[src/rtl/gf180mcu_sweep_settle_timer.sv]
// +----------------------------------------------------------------------------+
// | gf180mcu_sweep_settle_timer                                                |
// | Loadable up-counter; expire pulses on the last of SETTLE enabled cycles.   |
// | Rev 1.0                                                                    |
// +----------------------------------------------------------------------------+
`default_nettype none

module gf180mcu_sweep_settle_timer #(
  parameter int SETTLE = 2
) (
  input  logic CLK,
  input  logic RN,
  input  logic i_load,
  input  logic i_en,
  output logic o_expire
);

  localparam logic [3:0] c_last = 4'(SETTLE - 1);

  logic [3:0] r_count;

  always_ff @(posedge CLK) begin
    if (!RN) begin
      r_count <= '0;
    end else if (i_load) begin
      r_count <= '0;
    end else if (i_en) begin
      r_count <= r_count + 4'd1;
    end
  end

  assign o_expire = i_en && (r_count == c_last);

endmodule

`default_nettype wire

[config.mk]
export PLATFORM = sky130hd
export DESIGN_NAME = gf180mcu_sweep_settle_timer
export DESIGN_NICKNAME = d
export VERILOG_FILES = /design/src/rtl/gf180mcu_sweep_settle_timer.sv
export SDC_FILE = /design/constraint.sdc
export NUM_CORES = 1
export LEC_CHECK = 0
export ABC_CLOCK_PERIOD_IN_PS = 1500
export BUFFER_PORTS_ARGS = -buffer_cell sky130_fd_sc_hd__clkbuf_2
export CORE_AREA = 2 2 39 41
export DETAILED_ROUTE_END_ITERATION = 8
export DIE_AREA = 0 0 41 43
export PLACE_DENSITY = 0.42
export SYNTH_ARGS = -nofsm -noshare
export SYNTH_HDL_FRONTEND = slang
export SYNTH_SLANG_ARGS = --single-unit
[constraint.sdc]
create_clock -name CLK -period 1.5 [get_ports CLK]
set_clock_uncertainty 0.05 [all_clocks]
set_input_delay 0 -clock CLK [delete_from_list [all_inputs] [get_ports CLK]]
set_output_delay 0 -clock CLK [all_outputs]
set_load 0.01 [all_outputs]
==> flow_summary.yaml, run 1 <==
final_layout:
  largest_register_ffs: 4
  final_area_um2: 287
  drive_gt1_frac: 0.241
  syn_to_final_growth_pct: 33.1
  fill_cells: 154
  nets: 37
  top_regs: "r_count (4)"
  regMostFlops: "r_count"
  antennaDiodeCount: 0
  layout.cells.non_filler: 45
synth:
  synth_top_cell_by_area: "dfxtp_1"
  syn_area_per_cell_um2: 10.2
  synth-edff-count: 0
  synth_nets: 27
  postSynthCellCount: 21
  yosysWarnings: 0
  yosysMostFrequentCell: "dfxtp_1"
  synthArstFlopShare: 0
  synth.distinct_cells: 15
  yosysTopAreaCellShare: 0.372
  synthTopCellsByCount: "4 x dfxtp_1, 2 x ha_1, 2 x nand3b_1, 2 x nor2_1"
  synth_flop_cell: "dfxtp_1"
  ys_ff_latch: 4
  synth.area.top_cells: "dfxtp_1 37%, ha_1 12%, nand3b_1 7.0%, buf_6 5.2%, a21bo_1 4.7%"
  synth_area_um2: 215
  yosysSeqAreaShare: 0.372
floorplanning:
  die_x_um: 41
  die_h_um: 43
  die-area_mm2: 0.00176
  boundaryPins: 5
  num_rows: 14
  core_mm2: 0.00138
  initial_utilization: 0.156
sta:
  tightest_slew_ps: 206
  rsz0062_at_grt: "no"
  drv_slew: 0
  max-slew-margin-rel: 0.861
  max_freq_mhz: 787
  tns_ps: 0
  period_needed_ps: 1270
  hold_ws_ps: 7.96
  setup_violations: 0
  finalCritPeriodShare: 0.847
  finalHoldViolations: 0
detailed_routing:
  wl_per_cell_um: 7.96
  drt-total-wl_um: 358
  vias: 168
  firstDrtPassIters: 1
  initialDrtViolationCount: 0
  antenna_left: 0
  drc: 0
  viasPerCell: 3.73
setup_path:
  path_buf_inv: 1
  critPathLaunchType: "register"
  ff2ff_path_depth: 3
  path_depth: 3
  max_stage_delay_ps: 390
  crit_arrival_ps: 1220
  crit_family: "flip-flops"
  critPathCaptureType: "output port"
  cp_slowest_cell: "dfxtp_1"
  path_class: "reg -> out"
  crit_fanout: 4
  crit_chain: "ha_1, nor4bb_1, clkbuf_2"
  cp.required_ps: 1450
cts:
  cts_sinks: 4
  numCtsBuffers: 3
  postCtsResizedCells: 0
  cts.clk_slew.worst_paths_ps: 30
  cts_max_level: 1
  cts_root_buf: "clkbuf_4"
  insertion_delay_ps: 240
  cts_tree: "yes"
  cts_buffer_depth: 2
  cts_hold_buf: 2
  post-cts-setup-buffers: 0
power_and_ir_drop:
  cellPowerDensity_mw_per_mm2: 939
  max-vdd-ir-drop_uv: 630
  power_w: 0.000269
  leakage_nw: 0.121
min_path:
  hp-class: "in -> reg"
  holdPathStages: 2
global_routing:
  grt_usage: 0.0682
  grt_pass1_vias: 169
  grt_max_degree: 8
  grt_pass1_wl_um: 669
  grt_overflow_total: 0
  antenna_found_initial: 0
place:
  placed_cells: 40
  place.gp.congestion: 0.669
  placed_cell_area_um2: 244
  io_buffers: 4
flow_run:
  drv_cap: 0
status:
  outcome: "completed"
## final timing paths
check,start,end,slack (ps)
max reg2reg,r_count[1],r_count[1],470
min reg2reg,r_count[3],r_count[3],460
max,r_count[0],o_expire,230
min,i_en,r_count[1],8
## layout make-up
cell class,count,area [µm²],area share
Multi-Input combinational cell,15,120,0.419
Sequential cell,4,80.1,0.279
Timing Repair Buffer,6,40.0,0.140
Clock buffer,3,22.5,0.0786
Tap cell,16,20.0,0.0699
Inverter,1,3.75,0.0131
## cell usage in the layout, fill, tap and decap left out
cell	netlist	layout
dlygate4sd3_1	0	2
nor2_1	2	2
clkbuf_4	0	3
a21bo_1	1	1
nand4_1	1	1
a21oi_1	1	1
nor4bb_1	1	1
xnor2_1	1	1
mux2i_1	1	1
clkbuf_2	0	4
nand2b_1	1	1
nand3b_1	2	2
inv_1	1	1
a211oi_1	1	1
or3b_1	1	1
ha_1	2	2
dfxtp_1	4	4
## routing by layer
layer	part of all wire	track usage	vias up	wire, µm
met5	0	0	-	0
met4	0	0.0400	0	0
met3	0.16	0.0942	0	56
met2	0.39	0.0688	5	139
met1	0.45	0.0705	72	161
li1	-	-	91	-
## logic make-up (layout without fill, tap and decap cells)
family | after synthesis | count (layout) | share of synthesized area
buffers and inverters | 2 | 10 | 0.0697
DFF | 4 | 4 | 0.372
adders and majority gates | 2 | 2 | 0.116
muxes | 1 | 1 | 0.0465
AOI/OAI and AO/OA | 3 | 3 | 0.105
and+or+nand+nor | 8 | 8 | 0.250
xor gates and xnor gates | 1 | 1 | 0.0407
## stage by stage
stage	utilization	setup WS, ps
after CTS	0.207	222
after floorplan	-	497
after global placement	0.176	478
final	0.207	230
after global routing	0.207	120
after detailed placement	0.176	467
## report_power, final
group | switching [W] | total, W | internal [W]
logic | 0.0000102 | 0.0000241 | 0.0000139
registers | 0.00000287 | 0.000113 | 0.000110
clock network | 0.0000430 | 0.000132 | 0.0000894
No activity file was read; power rests on OpenSTA's default activity.
==> inputs of run 2 (changes only) <==
Settings changed: ABC_CLOCK_PERIOD_IN_PS 1500 to 1100, PLACE_DENSITY 0.42 to 0.43.
Clock period 1.5 ns to 1.1 ns, I/O delays scaled along.
==> run 2 against run 1 <==
Net effect:
- clock-buffer cell count unchanged
- non-clock buffer count grew 1
- critical path type unchanged
- cell count is 2.2% higher
- register-to-register slack worse by 430 ps
- highest routed layer is now met2
- die area stayed put
- critical endpoint unchanged
==> flow_summary.yaml, run 2 (synthesis gave the netlist of run 1 again) <==
cts:
  cts_root_buf: "clkbuf_4"
  insertion_delay_ps: 230
  cts_tree: "yes"
  cts.clk_slew.worst_paths_ps: 40
  cts_sinks: 4
  cts_buffer_depth: 2
  cts_max_level: 1
  numCtsBuffers: 3
place:
  dp_hpwl_um: 339
  pre_cts_ws_ps: -12.9
  place.gp.congestion: 0.623
  io_buffers: 4
  placed_cell_area_um2: 244
final_layout:
  final_area_um2: 340
  largest_register_ffs: 4
  antennaDiodeCount: 0
  regMostFlops: "r_count"
  nets: 38
  top_regs: "r_count (4)"
  syn_to_final_growth_pct: 58.1
  final_cell_mix: "3 x clkbuf_4, 3 x clkbuf_2"
  drive_gt1_frac: 0.500
detailed_routing:
  drc: 0
  drt-total-wl_um: 498
  initialDrtViolationCount: 5
  wl_per_cell_um: 10.8
  firstDrtPassIters: 3
  vias: 180
  viasPerCell: 3.91
  antenna_left: 0
setup_path:
  cp.required_ps: 1050
  r2r_start: "r_count[0]"
  ff2ff_path_depth: 4
  r2r-end: "r_count[2]"
  crit_arrival_ps: 1050
  startpoint: "r_count[1]"
  path_class: "reg -> out"
  critPathLaunchType: "register"
  worstSetupEndpoint: "o_expire"
  reg2reg_slack_ps: 40
  crit_fanout: 2
  critPathCaptureType: "output port"
global_routing:
  grt_pass1_vias: 208
  grt_max_degree: 8
  grt_usage: 0.0812
  grt_overflow_total: 0
  antenna_found_initial: 0
  grt_pass1_wl_um: 876
status:
  outcome: "completed"
power_and_ir_drop:
  max-vdd-ir-drop_uv: 190
  power_w: 0.000380
  cellPowerDensity_mw_per_mm2: 1120
  leakage_nw: 0.131
floorplanning:
  die-area_mm2: 0.00176
  core_mm2: 0.00138
  boundaryPins: 5
  die_x_um: 41
  die_h_um: 43
  initial_utilization: 0.156
  num_rows: 14
sta:
  setup_violations: 0
  period_needed_ps: 1100
  rsz0062_at_grt: "yes"
  finalCritPeriodShare: 0.997
  max-slew-margin-rel: 0.857
  max_freq_mhz: 912
  worst_slack_ps: 3.32
  drv_slew: 0
  finalHoldViolations: 0
  tightest_slew_ps: 213
flow_run:
  drv_cap: 0
min_path:
  hp-class: "in -> reg"
run 2: worst min path at each step:
stage,slack (ps),from,end,cells after the start
after CTS,9,i_load,r_count[3],3
after detailed placement,250,RN,r_count[3],3
after floorplan,120,RN,r_count[3],2
after global routing,60,i_load,r_count[3],3
after global placement,230,RN,r_count[3],3
final,20,i_load,r_count[3],3
run 2: cell type report:
class | count | area [µm²]
Fill cell | 149 | 1040
Multi-Input combinational cell | 15 | 160
Sequential cell | 4 | 85.1
Inverter | 1 | 3.75
Tap cell | 16 | 20.0
Clock buffer | 3 | 22.5
Timing Repair Buffer | 7 | 48.8
run 2: report_power, final:
part,switching (W),internal (W),leakage [nW]
clock,0.0000578,0.000122,0.0138
sequential,0.00000373,0.000149,0.0336
combinational,0.0000202,0.0000274,0.0841
run 2: routing by layer:
metal  up-vias  routed length, µm  global-route usage
met1        87                211              0.0801
li1         93                  -                   -
met2         0                286               0.119
met5         -                  0                   0
met4         0                  0               0.120
met3         0                  0                   0
run 2: timing repair:
action	4_1_cts	5_1_grt
hold endpoints to repair	1	0
pin swaps	1	1
endpoints found under the setup margin	2	2
buffers inserted	2	0
resized for setup	8	4
hold buffers	1	0
run 2: worst max-delay path: stages, from the launching register on:
cell      delay [ps]
dfxtp_2          320
inv_2             60
ha_4             110
nor4bb_4         170
buf_2            160
run 2: per-stage QoR:
stage | TNS (ps) | hold slack (ps) | utilization | cells
6_report | 0 | 19.2 | 0.246 | 46
2_1_floorplan | 0 | 116 | - | 21
3_5_place_dp | -12.9 | 247 | 0.176 | 40
4_1_cts | -32.9 | 9.36 | 0.234 | 46
3_3_place_gp | 0 | 227 | 0.176 | 40
5_1_grt | -54.7 | 55.2 | 0.246 | 46
==> inputs of run 3 (changes only) <==
Settings changed: GPL_TIMING_DRIVEN set to 0.
==> run 3 against run 2 <==
Net effect:
- the run now ends with negative hold slack, negative setup slack left
- core utilization unchanged
- wire length down 6.4%
- via count rose by 6.1%
- setup slack got worse by 6.9 ps
- critical path type unchanged
- highest routed layer is now met4
==> flow_summary.yaml, run 3 (synthesis gave the netlist of run 1 again) <==
status:
  outcome: "complete, but fails checks"
  violations: "negative hold slack, negative setup slack"
sta:
  max_freq_mhz: 906
  period_needed_ps: 1100
  finalCritPeriodShare: 1.00
  setup_violations: 1
  drv_slew: 0
  tns_ps: -3.57
  rsz0062_at_grt: "yes"
  max-slew-margin-rel: 0.877
  finalHoldViolations: 1
  worst_slack_ps: -3.57
  tightest_slew_ps: 184
  hold_ws_ps: -2.37
detailed_routing:
  viasPerCell: 4.06
  wl_per_cell_um: 9.91
  vias: 191
  drc: 0
  firstDrtPassIters: 3
  antenna_left: 0
  initialDrtViolationCount: 5
  drt-total-wl_um: 466
floorplanning:
  die_x_um: 41
  boundaryPins: 5
  num_rows: 14
  die-area_mm2: 0.00176
  initial_utilization: 0.156
  die_h_um: 43
  core_mm2: 0.00138
cts:
  cts_max_level: 1
  cts_sinks: 4
  numCtsBuffers: 3
  cts.clk_slew.worst_paths_ps: 30
  cts_root_buf: "clkbuf_4"
  insertion_delay_ps: 230
  cts_tree: "yes"
  cts_buffer_depth: 2
setup_path:
  cp.required_ps: 1050
  crit_chain: "inv_2, ha_4, nor4bb_4, buf_2"
  crit_fanout: 2
  path_class: "reg -> out"
  critPathCaptureType: "output port"
  crit_arrival_ps: 1050
  max_stage_delay_ps: 320
  critPathLaunchType: "register"
  cp_slowest_cell: "dfxtp_2"
final_layout:
  layout.cells.non_filler: 47
  top_regs: "r_count (4)"
  regMostFlops: "r_count"
  drive_gt1_frac: 0.484
  multiInputGateArea_um2: 150
  final_area_um2: 340
  nets: 39
  antennaDiodeCount: 0
  ff_latch_area_um2: 82.6
  fill_cells: 152
  final_common_cell: "clkbuf_4"
  syn_to_final_growth_pct: 58.1
  largest_register_ffs: 4
power_and_ir_drop:
  swShare: 0.211
  cellPowerDensity_mw_per_mm2: 1130
  p_seq_frac: 0.401
  pwr-share-clk: 0.471
  power_frac_comb: 0.128
  p_switching_w: 0.0000809
  max-vdd-ir-drop_uv: 307
  leakage_nw: 0.136
  p_int_w: 0.000302
place:
  pre_cts_ws_ps: 12.0
  place.gp.congestion: 0.606
  io_buffers: 3
  dp_hpwl_um: 346
  placed_cell_area_um2: 250
  placed_cells: 40
global_routing:
  antenna_found_initial: 0
  grt_usage: 0.0663
  grt_max_degree: 8
  grt_overflow_total: 0
  grt_pass1_wl_um: 690
  grt_pass1_vias: 160
min_path:
  hp-class: "in -> reg"
flow_run:
  drv_cap: 0
==> run 3: changes by cell type in the layout (fill, tap and decap cells not counted), sizes merged <==
cell | before | now
buf | 3 | 4
clkbuf | 6 | 5
dlygate4sd3 | 1 | 2
==> run 3: worst paths after layout <==
check                                start          to  slack (ps)  cells past startpoint
worst max-delay path            r_count[1]    o_expire          -4                      4
worst min-delay path                  i_en  r_count[0]          -2                      3
worst max register to register  r_count[0]  r_count[2]          40                      4
worst min register to register  r_count[3]  r_count[3]         500                      2
==> run 3: area by class of cell <==
type	instances	share of cell area
Buffer	1	0.0331
Clock buffer	3	0.0662
Timing Repair Buffer	7	0.147
Sequential cell	4	0.243
Inverter	1	0.0110
Multi-Input combinational cell	15	0.441
Tap cell	16	0.0588
==> run 3: metrics by stage <==
| stage | hold WS [ps] | utilization | power (W) |
|---|---|---|---|
| after floorplan | 116 | - | 0.000176 |
| after global placement | 162 | 0.181 | 0.000184 |
| final | -2.37 | 0.246 | 0.000383 |
| after global routing | 3.50 | 0.246 | 0.000408 |
| after detailed placement | 179 | 0.181 | 0.000186 |
| after CTS | 0.715 | 0.244 | 0.000392 |
==> run 3: repair_timing <==
action | in CTS | in global routing
endpoints found under the setup margin | 1 | 2
resized for setup | 7 | 2
hold buffers | 2 | 0
pin swaps | 1 | 0
buffers inserted | 2 | 0
endpoints found under the hold margin | 2 | 0
==> run 3: power groups by stage <==
stage                     Combinational [W]  Sequential [W]  Clock, W
after global placement            0.0000289        0.000155         0
after floorplan                   0.0000213        0.000155         0
after detailed placement          0.0000305        0.000156         0
after CTS                         0.0000488        0.000153  0.000190
after global routing              0.0000545        0.000154  0.000200
final                             0.0000489        0.000154  0.000180
==> run 3: critical path: cells and delay by family, from the launching register on <==
| kind | cells | cell delay, ps |
|---|---|---|
| buf+inv | 2 | 220 |
| simple gates | 1 | 160 |
| fa+ha+maj | 1 | 110 |
| flops | 1 | 320 |
==> run 3: per-layer routing <==
| metal | part of all wire | vias to the layer above | routed length, µm | global-route usage |
|---|---|---|---|---|
| li1 | - | 95 | - | - |
| met4 | 0.021 | 0 | 10 | 0.0600 |
| met2 | 0.54 | 4 | 250 | 0.0938 |
| met5 | 0 | - | 0 | 0 |
| met3 | 0.019 | 2 | 9 | 0.0314 |
| met1 | 0.42 | 90 | 196 | 0.0675 |
